[src/rtl/sll_iterative.sv]
// -----------------------------------------------------------------------------
// sll_iterative
//
// Multi-cycle logical left shifter for the execute stage. It shifts the
// captured operand left by one position per clock, zero-filling from bit 0.
// A one-cycle done pulse marks completion. A sticky flag reports signed
// overflow: the result differs from data_in * 2^shamt in two's complement.
//
// Ports
//   clock    in   1      rising-edge clock
//   reset    in   1      synchronous, active-high reset (wins over start)
//   start    in   1      request; honoured only in IDLE or DONE
//   data_in  in   WIDTH  operand, captured on an accepted start
//   shamt    in   5      shift amount 0..31, captured on an accepted start
//   result   out  WIDTH  shift register; holds until the next accepted start
//   overflow out  1      sticky signed-overflow flag, valid while done is high
//   busy     out  1      high while shifting
//   done     out  1      one-cycle completion pulse
// -----------------------------------------------------------------------------
module sll_iterative #(
    parameter int WIDTH = 32
) (
    input  logic             clock,
    input  logic             reset,
    input  logic             start,
    input  logic [WIDTH-1:0] data_in,
    input  logic [4:0]       shamt,
    output logic [WIDTH-1:0] result,
    output logic             overflow,
    output logic             busy,
    output logic             done
);

    localparam logic [1:0] ST_IDLE  = 2'b00;
    localparam logic [1:0] ST_SHIFT = 2'b01;
    localparam logic [1:0] ST_DONE  = 2'b10;

    logic [1:0]       state_r;
    logic [1:0]       state_nx_s;
    logic [WIDTH-1:0] shreg_r;
    logic [4:0]       cnt_r;
    logic             ovf_r;
    logic             busy_r;
    logic             done_r;
    logic             load_s;
    logic             shift_s;

    // Next-state decode and the load/shift strobes for the datapath.
    always_comb begin
        state_nx_s = state_r;
        load_s     = 1'b0;
        shift_s    = 1'b0;
        case (state_r)
            ST_IDLE: begin
                if (start) begin
                    load_s     = 1'b1;
                    state_nx_s = ST_SHIFT;
                end else begin
                    state_nx_s = ST_IDLE;
                end
            end
            ST_SHIFT: begin
                // A new start is ignored while shifting.
                if (cnt_r != 5'd0) begin
                    shift_s    = 1'b1;
                    state_nx_s = ST_SHIFT;
                end else begin
                    state_nx_s = ST_DONE;
                end
            end
            ST_DONE: begin
                // Back-to-back issue: accept a new operand without an IDLE gap.
                if (start) begin
                    load_s     = 1'b1;
                    state_nx_s = ST_SHIFT;
                end else begin
                    state_nx_s = ST_IDLE;
                end
            end
            default: begin
                state_nx_s = ST_IDLE;
            end
        endcase
    end

    // FSM state plus busy/done flops, which are pre-decoded from the next state
    // so that each output comes straight from a register.
    always_ff @(posedge clock) begin
        if (reset) begin
            state_r <= ST_IDLE;
            busy_r  <= 1'b0;
            done_r  <= 1'b0;
        end else begin
            state_r <= state_nx_s;
            busy_r  <= (state_nx_s == ST_SHIFT);
            done_r  <= (state_nx_s == ST_DONE);
        end
    end

    // Datapath: operand capture, one-position shift and sticky overflow.
    always_ff @(posedge clock) begin
        if (reset) begin
            shreg_r <= {WIDTH{1'b0}};
            cnt_r   <= 5'd0;
            ovf_r   <= 1'b0;
        end else if (load_s) begin
            shreg_r <= data_in;
            cnt_r   <= shamt;
            ovf_r   <= 1'b0;
        end else if (shift_s) begin
            // Each step pushes bit 31 out; a change of sign between the two
            // top bits means the doubled value no longer fits.
            shreg_r <= {shreg_r[WIDTH-2:0], 1'b0};
            ovf_r   <= ovf_r | (shreg_r[WIDTH-1] ^ shreg_r[WIDTH-2]);
            cnt_r   <= cnt_r - 5'd1;
        end else begin
            shreg_r <= shreg_r;
            cnt_r   <= cnt_r;
            ovf_r   <= ovf_r;
        end
    end

    assign result   = shreg_r;
    assign overflow = ovf_r;
    assign busy     = busy_r;
    assign done     = done_r;

endmodule

[config.mk]
export PLATFORM = sky130hd
export DESIGN_NAME = sll_iterative
export DESIGN_NICKNAME = d
export VERILOG_FILES = /design/src/rtl/sll_iterative.sv
export SDC_FILE = /design/constraint.sdc
export NUM_CORES = 1
export LEC_CHECK = 0
export ABC_AREA = 1
export CAP_MARGIN = 20
export CORE_AREA = 2 2 72 74
export CTS_CLUSTER_SIZE = 25
export DETAILED_ROUTE_END_ITERATION = 16
export DIE_AREA = 0 0 74 76
export PLACE_DENSITY = 0.79
export SYNTH_ARGS = -nofsm -noshare
export SYNTH_HDL_FRONTEND = slang
export SYNTH_SLANG_ARGS = --single-unit
[constraint.sdc]
create_clock -name clock -period 2 [get_ports clock]
set_clock_uncertainty 0.1 [all_clocks]
set_input_delay 0.3 -clock clock [delete_from_list [all_inputs] [get_ports clock]]
set_output_delay 0.3 -clock clock [all_outputs]
set_load 0.01 [all_outputs]
After elaboration in Yosys (flattened, before gate mapping)
Cells that the tools add are included.
{"block": "word_totals", "register_bits": 42, "latchBits": 0, "mem_bits_rw": 0, "rom_bits": 0, "in_bits": 40, "out_inout_bits": 35, "word_cells": 29, "memories": 0}
{"block": "classes", "add_sub_neg": 1, "multipliers": 0, "div": 0, "order_cmp": 0, "n_eq_ne": 4, "shifts": 0, "n_mux": 11, "n_bitwise": 2, "n_reduce_logical": 5}
{"operator": "$mux W32", "n": 2}
{"operator": "$mux W5", "n": 2}
{"operator": "$mux W1", "n": 5}
{"operator": "$reduce_bool A5 Y1", "n": 1}
{"operator": "$sub A5 B1 Y5 const B", "n": 1}
{"operator": "$eq A2 B1 Y1 const B", "n": 2}
{"operator": "$eq A2 B2 Y1 const B", "n": 2}
{"operator": "$pmux W2 S2", "n": 1}
{"operator": "$reduce_or A2 Y1", "n": 2}
{"operator": "$logic_not A2 Y1", "n": 1}
{"operator": "$mux W2", "n": 1}
{"operator": "$reduce_bool A2 Y1", "n": 1}
{"operator": "$or A1 B1 Y1", "n": 1}
{"operator": "$xor A1 B1 Y1", "n": 1}

Depth between registers and ports, before layout
{"block": "depth", "word_depth": 5, "depth_mapped": 9, "ltp_nobuf": 9}

Worst setup path after synthesis
No wires, ideal clock.
{"block": "synth_path", "kind": "reg2reg", "from": "register cnt_r[0]", "to": "register shreg_r[3] (netlist: result[3])", "arrival_ps": 1304, "required_ps": 1842, "slack_ps": 538, "path_stages_with_launch": 10, "path_buffers": 1, "cell_sequence": "dfxtp_1 inv_1 ha_1 nand3_4 nand2_8 nand2_8 nor2_8 buf_6 nand2_1 nand2_1"}
{"block": "synth_between", "elab_chain_cells": 4}
{"item": "start: declaration", "line_no": "41", "text": "logic [4:0] cnt_r;"}
{"item": "start signal: assignment", "line_no": "108", "text": "cnt_r <= shamt;"}
{"item": "start signal: assignment", "line_no": "115", "text": "cnt_r <= cnt_r - 5'd1;"}
{"item": "start signal: assignment", "line_no": "118", "text": "cnt_r <= cnt_r;"}
{"item": "$reduce_bool A5 Y1", "line_no": "64", "text": "if (cnt_r != 5'd0) begin"}
{"item": "$mux W1", "line_no": "64"}
{"item": "$mux W1", "line_no": "53", "text": "case (state_r)"}
{"item": "$reduce_bool A2 Y1 (no source line)"}
{"item": "end signal: assignment", "line_no": "103", "text": "shreg_r <= {WIDTH{1'b0}};"}
{"item": "end signal: assignment", "line_no": "107", "text": "shreg_r <= data_in;"}
{"item": "end signal: assignment", "line_no": "113", "text": "shreg_r <= {shreg_r[WIDTH-2:0], 1'b0};"}
{"item": "end: declaration", "line_no": "40", "text": "logic [WIDTH-1:0] shreg_r;"}
No other way between the ends.
A chain may end at the register's enable or synchronous reset.

Worst setup path after layout
{"block": "layout_path", "from": "register cnt_r[0]", "to": "register shreg_r[29] (netlist: result[29])"}
The elaborated chain is that of the path after synthesis.

==> metrics <==
DRT iter0 DRCs 111; CP Class flip-flop to flip-flop; critical-path maximum fanout 27; critical path depth 8; Tmin final 1860 ps; RSZ-0062 raised after global routing false; Reg-to-Reg Start cnt_r[0]; Max-Cap Viols 0; Seq cells post-synth between 40 and 50; n_diodes 0; dpl ws 149 ps; worst slew pin tran 469 ps; most common flop cell mapped by yosys dfxtp_1; WL per Instance 11.2 um; relative slew slack 0.687; htree depth 2; clk slew on worst S/H paths 80 ps; Mapped Cells 309; Synth area leaders dfxtp_1 (41%), nand2_1 (34%), nand3_1 (7.1%); share of cells above drive strength 1 0.0605; vias 2090; CTS resizes 0; Switching Fraction 0.318; Die X 74 um; Port Buffers 74; Pre-antenna DRT Iters 4; origin of the worst setup path cnt_r[0]; Die Height 76 um; CP max stage delay 410 ps; Clock Power Share 0.258; gpl congestion 0.728; Worst Path Arrival ~2000 ps; Distinct cells, synth 24; Leak 0.00139 uW; status complete, no violations; Worst IR Drop VDD 341 uV; Fin Setup TNS 0 ps; Core Area about 4900 um2; Avg Vias per Cell approximately 4.6; GR Util All Layers 0.178; Int Power 1490 uW; Post-synth top cells nand2_1 (185), dfxtp_1 (42), nand3_1 (29); initial core utilization 0.416; Reg2Reg Setup Slack about 140 ps; DRC violations left 0; Post-CTS Setup Inserts 0; Detailed Route WL 5040 um; remaining antenna violation count 0; clock tree root buffer cell clkbuf_8; final net count 420; Yosys top cell by area dfxtp_1; row cnt 26; sw power around 700 uW; DP HPWL 3420 um; gr ovfl total 0; die area 5620 um2; R2R Path End result[29]; Max clock buf depth 2; largest net degree at the start of global routing 35; Final Max Slew Viols 0; worst hold path type flip-flop to flip-flop; WP buf/inv 1; CP startpoint kind flip-flop; io pins 75; CTS Buf Count 5; cell with the most instances after synthesis nand2_1; clock sinks 42; register area share after synthesis 0.412; Area Overhead vs Synth 43.1%; Syn Area/Cell ~6.6 um2; Worst-Skew Late Latency 300 ps; Post-Place Cell Area 2820 um2; cts hold-fix bufs 0; Fmax 536 MHz; combinational share of power 0.297; Reg power frac 0.446; vias in the first global route 1735; slowest CP cell nor2_4; final setup fails 0; number of synthesized flops with an enable pin 0; crit path cell chain inv_1 > ha_1 > nand3_4 > nand2_8 > nand2_8 > nor2_4 > nand2_1 > nand2_1; critical path's top delay family simple AND/OR/NAND/NOR gates; final core utilization 0.595; initial antenna violation count 0; Final WS setup 136 ps; Post-Syn Area 2040 um2; first-pass GRT wire length between 7000 and 8000 um; Crit. End Element flip-flop; Final Hold Fails 0; post-route clock period utilization 0.932; pwr dens between 700 and 800 nW/um2; Critical Path End result[29]; post-route cell area 2920 um2; CTS tree built; Critical Path RT 2140 ps; synth warn 0; share of the synthesized area in the top cell type 0.412; Synth Net Count 350; Synth async-reset ratio 0; fillcell total ~480; R2R depth 8
-- cell usage in the layout (no fill, tap or decap), drive strengths merged --
| cell | synthesis | layout |
|---|---|---|
| xnor2 | 2 | 2 |
| inv | 8 | 8 |
| nor2 | 12 | 13 |
| nand2 | 188 | 188 |
| clkbuf | 3 | 7 |
| ha | 1 | 1 |
| a21oi | 3 | 3 |
| o21ai | 3 | 3 |
| o21a | 1 | 1 |
| dfxtp | 42 | 42 |
| buf | 13 | 4 |
| clkinv | 0 | 1 |
| nand3 | 30 | 30 |
| nand3b | 1 | 1 |
| clkdlybuf4s50 | 0 | 74 |
| nor4 | 2 | 2 |
-- flip-flops by register name, summed over array words and instances (netlist names) --
name / flops
busy: 1
cnt_r: 5
done: 1
overflow: 1
result: 32
state_r: 2
-- area by class of cell --
| cell class | count | area [um2] | area share |
|---|---|---|---|
| Clock buffer | 7 | 86.3 | 0.0295 |
| Clock inverter | 1 | 5.00 | 0.00171 |
| Inverter | 8 | 30.0 | 0.0103 |
| Multi-Input combinational cell | 244 | 1090 | 0.373 |
| Sequential cell | 42 | 841 | 0.288 |
| Tap cell | 70 | 87.6 | 0.0300 |
| Timing Repair Buffer | 78 | 783 | 0.268 |
-- cell families (layout without fill, tap and decap cells) --
group	Yosys count	after routing	synth area share
adder cells (fa/ha/maj)	1	1	0.00613
flip-flops	42	42	0.412
buffers and inverters	24	94	0.0601
AND/OR/NAND/NOR	233	234	0.490
XOR/XNOR	2	2	0.00858
AO/OA/AOI/OAI	7	7	0.0239
-- worst min-delay path, stage by stage (launching register included) --
cell and delay, ps:
dfxtp_1 330, nand2_1 60, nand2_1 40
-- routing by layer --
metal / vias up / global-route usage / part of all wire
li1: 1093 / - / -
met1: 923 / 0.223 / 0.46
met2: 63 / 0.279 / 0.45
met3: 11 / 0.0450 / 0.059
met4: 0 / 0.0873 / 0.023
met5: - / 0 / 0
-- through the flow --
step | hold slack (ps) | total power [uW] | std cells
2_1_floorplan | 338 | 1380 | 309
6_report | 368 | 2190 | 450
3_5_place_dp | 357 | 1640 | 441
5_1_grt | 381 | 2300 | 450
4_1_cts | 372 | 2200 | 449
3_3_place_gp | 353 | 1630 | 441
-- worst min-delay path by stage --
| stage | depth (start not counted) | to | start | slack, ps |
|---|---|---|---|---|
| 3_3_place_gp | 1 | state_r[1] | state_r[1] | 350 |
| 2_1_floorplan | 2 | result[0] | data_in[0] | 340 |
| 5_1_grt | 1 | state_r[1] | state_r[1] | 380 |
| 6_report | 2 | result[18] | result[18] | 370 |
| 3_5_place_dp | 2 | result[26] | result[26] | 360 |
| 4_1_cts | 2 | result[9] | result[9] | 370 |
-- power groups by stage --
| stage | Clock, uW | Combinational [uW] | Sequential [uW] |
|---|---|---|---|
| after CTS | 579 | 646 | 976 |
| after floorplan | 0 | 374 | 1010 |
| after global placement | 0 | 632 | 993 |
| final | 565 | 649 | 976 |
| after global routing | 600 | 718 | 986 |
| after detailed placement | 0 | 643 | 994 |
(Power assumes the default switching activity.)
